## src/rtl/lcrc_chk_stream.sv

```systemverilog
// lcrc_chk_stream: streaming LCRC checker for received DLL frames (seq + TLP + LCRC)
// Ports:
//   clk, rst (async, active-low)
//   in_vld/in_sop/in_eop/in_nbytes/in_data : beat stream, byte 0 in the MSBs, no backpressure
//   out_vld/out_good/out_bad/out_nullified/out_len_err/out_seq : one-cycle result strobe, 1 clk after eop
//   good_cnt/bad_cnt : saturating frame counters
module lcrc_chk_stream #(
    parameter int          DATA_W    = 128,
    parameter int          MIN_BYTES = 18,
    parameter int          MAX_BYTES = 4122,
    parameter logic [31:0] POLY      = 32'h04C11DB7,
    parameter int          CNT_W     = 16
) (
    input  logic                        clk,
    input  logic                        rst,
    input  logic                        in_vld,
    input  logic                        in_sop,
    input  logic                        in_eop,
    input  logic [$clog2(DATA_W/8):0]   in_nbytes,
    input  logic [DATA_W-1:0]           in_data,
    output logic                        out_vld,
    output logic                        out_good,
    output logic                        out_bad,
    output logic                        out_nullified,
    output logic                        out_len_err,
    output logic [11:0]                 out_seq,
    output logic [CNT_W-1:0]            good_cnt,
    output logic [CNT_W-1:0]            bad_cnt
);
    localparam int B  = DATA_W / 8;
    localparam int LW = $clog2(MAX_BYTES + 2);
    typedef enum logic [1:0] {IDLE, BODY, RESULT} state_t;
    state_t state, state_n;
    logic [31:0] crc_q, crc_n, hb_q, hb_n;
    logic [2:0] hbn_q, hbn_n;
    logic [LW-1:0] len_q, len_n;
    logic [11:0] seq_q, seq_n, r_seq;
    logic [B*8+31:0] win;
    logic abort, start, take, done;
    logic r_vld, r_good, r_bad, r_nul, r_len;
    int nb, hbn, sum, lenu;
    function automatic logic [31:0] crc_byte(input logic [31:0] c, input logic [7:0] d);
        logic [31:0] r;
        r = c;
        for (int i = 7; i >= 0; i--) r = {r[30:0], 1'b0} ^ ((r[31] ^ d[i]) ? POLY : 32'h0);
        return r;
    endfunction
    // Window = {holdback, beat}; the last 4 valid bytes always sit at window bytes nb..nb+3,
    // so every valid byte before index nb is folded into the CRC.
    // A sop+eop beat arriving mid-frame only reports the aborted frame; the new one is dropped.
    always_comb begin
        abort   = state == BODY && in_vld && in_sop;
        start   = in_vld && in_sop && !(abort && in_eop);
        take    = start || (state == BODY && in_vld && !in_sop);
        done    = take && in_eop;
        nb      = in_eop ? int'(in_nbytes) : B;
        hbn     = start ? 0 : int'(hbn_q);
        win     = {start ? 32'h0 : hb_q, in_data};
        crc_n   = start ? 32'hFFFF_FFFF : crc_q;
        for (int j = 0; j < B; j++)
            if (j >= 4 - hbn && j < nb) crc_n = crc_byte(crc_n, win[(B+4-j)*8-1 -: 8]);
        hb_n    = win[(B+4-nb)*8-1 -: 32];
        hbn_n   = (hbn + nb >= 4) ? 3'd4 : 3'(hbn + nb);
        sum     = (start ? 0 : int'(len_q)) + nb;
        len_n   = (sum > MAX_BYTES) ? LW'(MAX_BYTES + 1) : LW'(sum);
        seq_n   = start ? {in_data[DATA_W-5 -: 4], in_data[DATA_W-9 -: 8]} : seq_q;
        lenu    = abort ? int'(len_q) : int'(len_n);
        r_vld   = done || abort;
        r_len   = r_vld && (abort || lenu < MIN_BYTES || lenu > MAX_BYTES);
        r_nul   = r_vld && !r_len && hb_n == ~crc_n;
        r_good  = r_vld && !r_len && hb_n == crc_n;
        r_bad   = r_vld && !r_good && !r_nul;
        r_seq   = (!r_vld || lenu < 6) ? 12'h0 : (abort ? seq_q : seq_n);
        state_n = take ? (in_eop ? RESULT : BODY) : (state == BODY && !in_vld) ? BODY : IDLE;
    end
    always_ff @(posedge clk or negedge rst)
        if (!rst) state <= IDLE;
        else state <= state_n;
    always_ff @(posedge clk or negedge rst)
        if (!rst) begin
            crc_q         <= 32'hFFFF_FFFF;
            hb_q          <= '0;
            hbn_q         <= '0;
            len_q         <= '0;
            seq_q         <= '0;
            out_vld       <= 1'b0;
            out_good      <= 1'b0;
            out_bad       <= 1'b0;
            out_nullified <= 1'b0;
            out_len_err   <= 1'b0;
            out_seq       <= '0;
            good_cnt      <= '0;
            bad_cnt       <= '0;
        end else begin
            if (take) begin
                crc_q <= crc_n;
                hb_q  <= hb_n;
                hbn_q <= hbn_n;
                len_q <= len_n;
                seq_q <= seq_n;
            end
            out_vld       <= r_vld;
            out_good      <= r_good;
            out_bad       <= r_bad;
            out_nullified <= r_nul;
            out_len_err   <= r_len;
            out_seq       <= r_seq;
            if (r_good && !(&good_cnt)) good_cnt <= good_cnt + CNT_W'(1);
            if (r_bad && !(&bad_cnt)) bad_cnt <= bad_cnt + CNT_W'(1);
        end
endmodule
```

## config.mk

```make
export PLATFORM = sky130hd
export DESIGN_NAME = lcrc_chk_stream
export DESIGN_NICKNAME = d
export VERILOG_FILES = /design/src/rtl/lcrc_chk_stream.sv
export SDC_FILE = /design/constraint.sdc
export NUM_CORES = 2
export LEC_CHECK = 0
export CELL_PAD_IN_SITES_DETAIL_PLACEMENT = 1
export CELL_PAD_IN_SITES_GLOBAL_PLACEMENT = 1
export CORE_ASPECT_RATIO = 1.1
export CORE_MARGIN = 5
export CORE_UTILIZATION = 35
export CTS_CLUSTER_DIAMETER = 120
export CTS_CLUSTER_SIZE = 8
export DETAILED_ROUTE_END_ITERATION = 8
export HOLD_SLACK_MARGIN = 0.06
export PLACE_DENSITY = 0.71
export SLEW_MARGIN = 20
export SYNTH_ARGS = -nofsm -noshare
export SYNTH_HDL_FRONTEND = slang
export SYNTH_SLANG_ARGS = --single-unit
```

## constraint.sdc

```tcl
create_clock -name clk -period 32.4 [get_ports clk]
set_clock_uncertainty 0.05 [all_clocks]
set_input_delay 6.48 -clock clk [delete_from_list [all_inputs] [get_ports clk]]
set_output_delay 6.48 -clock clk [all_outputs]
set_load 0.01 [all_outputs]
```

* Yosys cells after proc, flatten, opt, wreduce, memory -nomap -nowiden
Index checks and enable logic that the tools add are counted.
** Cells by class
- $lt $le $gt $ge :: 37
- Bitwise gates (word level) :: 257
- Shift operators :: 1
- Reduce and logical (&&, ||, !) cells :: 48
- Multiplexer cells :: 158
- Equal/unequal tests :: 3
- Add/subtract/negate cells :: 7
** Operators with widths (number)
- $xor 32x27->32 :: 128
- $mux 27 :: 128
- $mux 32 :: 18
- $shiftx 191x10->32 :: 1
- $xor 1x1->1 :: 128
- $eq 32x32->1 :: 2
- $ge 5x4->1 const A :: 8
- $lt 4x5->1 const A :: 8
- $mux 13 :: 3
- $mux 12 :: 3
- $add 16x1->16 const B :: 2
- $ge 32x4->1 const B :: 1
- $logic_and 1x1->1 :: 32
- $not 32->32 :: 1
- $reduce_and 16->1 :: 2
- $lt 3x5->1 const A :: 4
- $ge 4x4->1 const A :: 4
- $add 13x5->14 :: 1
- $gt 14x13->1 const B :: 1
- $gt 13x13->1 const B :: 1
- $lt 13x3->1 const B :: 1
- $lt 13x5->1 const B :: 1
- $lt 1x5->1 const A :: 2
- $lt 2x5->1 const A :: 2
- 14 further kinds :: 29
** Storage, ports and cells
- Output and inout bits :: 49
- Word-level logic and storage cells :: 525
- Register bits after elaboration :: 143

* Logic depth before layout (Yosys ltp)
- Depth after elaboration :: 413
- Mapped depth :: 77
- Mapped depth without buffers :: 62

* Worst setup path before layout
Ideal clock, no wire load.
- Path kind :: input port to flip-flop
- Start point :: in in_sop
- End point :: reg bad_cnt[12]
- Arrival :: 27559 ps
- Stages on the path :: 71
- Slack :: 4665 ps
- Cells stage by stage :: and2_1 nand2_1 clkbuf_1 clkbuf_1 clkbuf_1 clkbuf_1 clkbuf_1 clkbuf_1 clkbuf_1 nand2_1 ha_1 or3b_2 a222oi_1 clkbuf_1 clkbuf_1 nand2_1 nor3_1 o21ai_0 [... 35 more ...] xor2_2 xnor3_1 mux2i_2 xnor3_1 xor2_1 o21ai_1 xnor2_2 xor3_1 xnor3_1 mux2_1 xor2_1 or3_1 nor4_2 a41o_1 clkbuf_1 buf_2 nor3_1 o32a_1
** Between the ends
- Word-level cells in the longest chain between the ends :: 199
- Elaborated cells on any way between the ends :: 469
- Classes of those cells :: add/sub: 2; order compare: 19; eq/ne: 2; shift: 1; mux: 150; bitwise: 257; reduce/logical: 38
** RTL lines
- start: declaration :: RTL line 17 : input logic in_sop,
- $logic_and 1x1->1 :: RTL line 52 : abort = state == BODY && in_vld && in_sop;
- $logic_and 1x1->1 :: RTL line 53 : start = in_vld && in_sop && !(abort && in_eop);
- $logic_not 1->1 :: RTL line 53
- $logic_and 1x1->1 :: RTL line 53
- $mux 32 (on tied branches) :: RTL line 59, 58
- $xor 32x27->32 / $xor 1x1->1 (equally long branches) :: RTL line 45 : for (int i = 7; i >= 0; i--) r = {r[30:0], 1'b0} ^ ((r[31] ^ d[i]) ? POLY : 32'h0);
- $xor 1x1->1 / $mux 27 (equally long branches) :: RTL line 45
- $mux 27 / $xor 32x27->32 (equally long branches) :: RTL line 45
- [... 183 more ...]
- $xor 32x27->32 :: RTL line 45
- $mux 32 :: RTL line 61 : if (j >= 4 - hbn && j < nb) crc_n = crc_byte(crc_n, win[(B+4-j)*8-1 -: 8]);
- $eq 32x32->1 / $not 32->32 (equally long branches) :: RTL line 71, 70
- $logic_and 1x1->1 / $eq 32x32->1 (equally long branches) :: RTL line 71, 70
- $logic_not 1->1 / $logic_and 1x1->1 (equally long branches) :: RTL line 72, 70
- $logic_and 1x1->1 / $logic_not 1->1 (equally long branches) :: RTL line 72 : r_bad = r_vld && !r_good && !r_nul;
- $logic_and 1x1->1 (*) :: RTL line 72
- $logic_and 1x1->1 (*) :: RTL line 109 : if (r_bad && !(&bad_cnt)) bad_cnt <= bad_cnt + CNT_W'(1);
- end signal: assignment :: RTL line 109
- end: declaration :: RTL line 28 : output logic [CNT_W-1:0] bad_cnt
Mark *: on every way between the ends. The rest lies on a longest branch, timed or not.
A chain may end at the register's enable or synchronous reset.

* Worst setup path after layout
- Start point :: in in_eop
- End point :: reg good_cnt[12]
** Between the ends
- Word-level cells in the longest chain between the ends :: 195
- Elaborated cells on any way between the ends :: 477
- Classes of those cells :: add/sub: 4; order compare: 35; eq/ne: 1; shift: 1; mux: 151; bitwise: 256; reduce/logical: 29
** RTL lines
- start: declaration :: RTL line 18 : input logic in_eop,
- $logic_and 1x1->1 :: RTL line 53
- $logic_not 1->1 :: RTL line 53
- $logic_and 1x1->1 :: RTL line 53
- $mux 32 (on tied branches) :: RTL line 59, 58
- $xor 32x27->32 / $xor 1x1->1 (equally long branches) :: RTL line 45
- $xor 1x1->1 / $mux 27 (equally long branches) :: RTL line 45
- $mux 27 / $xor 32x27->32 (equally long branches) :: RTL line 45
- $xor 32x27->32 (5 in series) :: RTL line 45
- [... 175 more ...]
- $xor 32x27->32 / $xor 1x1->1 (equally long branches) :: RTL line 45
- $xor 1x1->1 / $mux 27 (equally long branches) :: RTL line 45
- $mux 27 / $xor 32x27->32 (equally long branches) :: RTL line 45
- $xor 32x27->32 :: RTL line 45
- $mux 32 :: RTL line 61
- $eq 32x32->1 :: RTL line 71 : r_good = r_vld && !r_len && hb_n == crc_n;
- $logic_and 1x1->1 (*) :: RTL line 71
- $logic_and 1x1->1 (*) :: RTL line 108 : if (r_good && !(&good_cnt)) good_cnt <= good_cnt + CNT_W'(1);
- end signal: assignment :: RTL line 108
- end: declaration :: RTL line 27 : output logic [CNT_W-1:0] good_cnt,
Marks and branches as above.

==> results_dict.tcl <==
set metrics [dict create \
    status "finished clean" \
    end_kind "flip-flop" \
    synth-seq-cells 143 \
    path_delay_family "XOR/XNOR gates" \
    hold_viol 0 \
    yosys.area_share.adder_pct 0.530 \
    cpMostUsedCell "xnor3_1" \
    setup_viol 0 \
    hold_path_class "reg2reg" \
    yosysSeqAreaShare_pct 10.1 \
    final.setup.tns_ns 0 \
    io_buffers 186 \
    final_cell_mix "nand2_1, xnor2_1, a21oi_1" \
    track_usage_pct 26.8 \
    worst-path-buf-inv 2 \
    place_ws_ns 1.16 \
    htreeDepth 4 \
    clockRootBuffer "clkbuf_16" \
    fillers 12100 \
    yosys_warnings 0 \
    synthSimpleGateAreaFrac_pct 16.6 \
    ys.flop_type "dfrtp_1" \
    synth_top_family_by_area "XOR/XNOR gates" \
    grt_max_degree 89 \
    cp-start-kind "primary input" \
    start_util_pct 35.1 \
    clock_latency_ns 0.45 \
    final_common_cell "nand2_1" \
    cts_hold_buf 0 \
    max_freq_mhz 32.1 \
    clk_pin_slew_worst_paths_ns 0.07 \
    cts-resized-gates 0 \
    grt_pass1_vias 32700 \
    worstHoldStart "crc_q[20]$_DFFE_PN1P_" \
    r2r-end "good_cnt[12]$_DFFE_PN0P_" \
    nets 4392 \
    tritoncts "built" \
    synth_edf_count 0 \
    cts_made_buffers 17 \
    rsz0062_at_grt "false" \
    slew_headroom_pct 18.9 \
    via_count 32900 \
    synth_area_mm2 0.0359 \
    gp_congestion 0.975 \
    diodes 0 \
    rr_startpoint "state[1]$_DFF_PN0_" \
    tightestPinTransition_ns 1.21 \
    synth_nets 4406 \
    cap_violations 0 \
    drive_gt1_share_pct 9.41 \
    overflow 0 \
    rows 123 \
    avgSynthCellArea_um2 8.43 \
    post-route-period-util_pct 96.2 \
    dp_hpwl_um 122000 \
    yosysTopAreaCell "xnor2_1" \
    cts.sinks 143 \
    wirelength_um 153000 \
    slowest_delay_ns 0.97 \
    muxShareOfSynthArea_pct 9.53 \
    multi_input_area_mm2 0.0312 \
    die_x_um 315 \
    ant_nets 0 \
    core_mm2 0.102 \
    syn_inst 4254 \
    clockBufferDepth 2 \
    die_h_um 346 \
    dr.pass1.iters 5 \
    design.die.area_mm2 0.109 \
    wl_per_cell_um 27.1 \
    antenna_found_initial 5 \
    reg2reg_depth 61 \
    hold_depth 2 \
    vias_per_cell 5.84 \
    synth_compound_area_share_pct 16.2 \
    yosysTopAreaCellShare_pct 14.5 \
    area_growth_pct 10.4 \
    synth_xor_area_share_pct 43.6 \
    whs_endpoint "crc_q[20]$_DFFE_PN1P_" \
    critPathArrivalTime_ns 31.43 \
    ioPinCount 187 \
    synth_area_leaders "xnor2_1, xnor3_1, dfrtp_1, xor2_1, nand2_1" \
    drt_iter0_drc 3280 \
    grt_pass1_wl_um 223000 \
    synth_cell_types 120 \
    cpMaxStageDelayCell "clkdlybuf4s50_1" \
    route.detailed.drc 0 \
    timing.reg2reg.setup_slack_ns 7.83 \
    finalWorstSetupSlack_ns 1.24 \
    drv_slew 0 \
    seq_area_mm2 0.00362 \
    cp_max_fo 48 \
    worstPathRequired_ns 32.67 \
    path_class "in2reg" \
    period_minus_slack_ns 31.16 \
    postCtsSetupBuffers 0 \
    synthArstFlopShare_pct 100 \
]
## stage by stage
stage	util (%)	area (µm²)	instances	hold WS, ns
4_1_cts	38.8	39600	5628	0.442
3_3_place_gp	38.2	39000	5596	0.422
6_report	38.8	39600	5628	0.447
5_1_grt	38.8	39600	5628	0.456
2_1_floorplan	-	35900	4254	0.397
3_5_place_dp	38.2	39000	5596	0.430
## flip-flops by register name (all words and copies together), names as in the netlist, 2 cells and up
register  count
bad_cnt      16
crc_q        32
good_cnt     16
hb_q         32
hbn_q         3
len_q        13
out_seq      12
seq_q        12
state         2
## worst max-delay path by stage
stage / startpoint / to / slack (ns) / cells past startpoint
global placement: in_eop / good_cnt[12]$_DFFE_PN0P_ / 1.54 / 62
global route: in_eop / good_cnt[7]$_DFFE_PN0P_ / 0.32 / 61
finish: in_eop / good_cnt[12]$_DFFE_PN0P_ / 1.24 / 62
detailed placement: in_eop / good_cnt[12]$_DFFE_PN0P_ / 1.16 / 62
floorplan: in_sop / bad_cnt[12]$_DFFE_PN0P_ / 4.66 / 71
CTS: in_eop / good_cnt[12]$_DFFE_PN0P_ / 1.47 / 62
## worst register-to-register path, delay by kind of cell (launching register included)
| kind | cells | cell delay, ns |
|---|---|---|
| simple gates | 14 | 5.46 |
| xor+xnor | 26 | 11.88 |
| flops | 1 | 0.44 |
| compound gates | 10 | 2.96 |
| mux | 9 | 2.71 |
| fa+ha+maj | 1 | 0.40 |
| buf+inv | 1 | 0.54 |
## final cells by class
| class | count | area share (%) |
|---|---|---|
| multi-input combinational | 3792 | 78.7 |
| sequential | 143 | 9.14 |
| timing repair buffer | 256 | 6.03 |
| tap | 1375 | 4.34 |
| clock buffer | 17 | 1.07 |
| clock inverter | 15 | 0.414 |
| inverter | 30 | 0.297 |
## metal layers
layer / wire length (µm) / global-route usage, %
met5: 20 / 0
met2: 71400 / 44.4
met1: 65000 / 35.7
met4: 7480 / 10.9
met3: 8770 / 2.87
## cell families after synthesis
group,Yosys count
AO/OA/AOI/OAI,917
XOR/XNOR,1248
adder cells (fa/ha/maj),14
buffers and inverters,319
flip-flops,143
multiplexers,276
AND/OR/NAND/NOR,1337
## Yosys cell counts (29+ instances only)
| library cell | number |
|---|---|
| buf_1 | 38 |
| a21oi_1 | 362 |
| and3_1 | 42 |
| nand2_1 | 680 |
| nor2_1 | 310 |
| inv_1 | 29 |
| o211ai_1 | 45 |
| a211oi_1 | 41 |
| nand3_1 | 51 |
| mux2_2 | 31 |
| xor3_1 | 45 |
| xnor2_1 | 593 |
| xnor3_1 | 229 |
| clkbuf_1 | 219 |
| mux2i_1 | 186 |
| dfrtp_1 | 111 |
| mux4_2 | 33 |
| o21ai_0 | 181 |
| nor3_1 | 70 |
| dfstp_2 | 32 |
| xnor2_2 | 38 |
| xor2_1 | 302 |
Power is not shown: default switching activity piles up to over one toggle a cycle in this logic, so the estimate is an artifact.
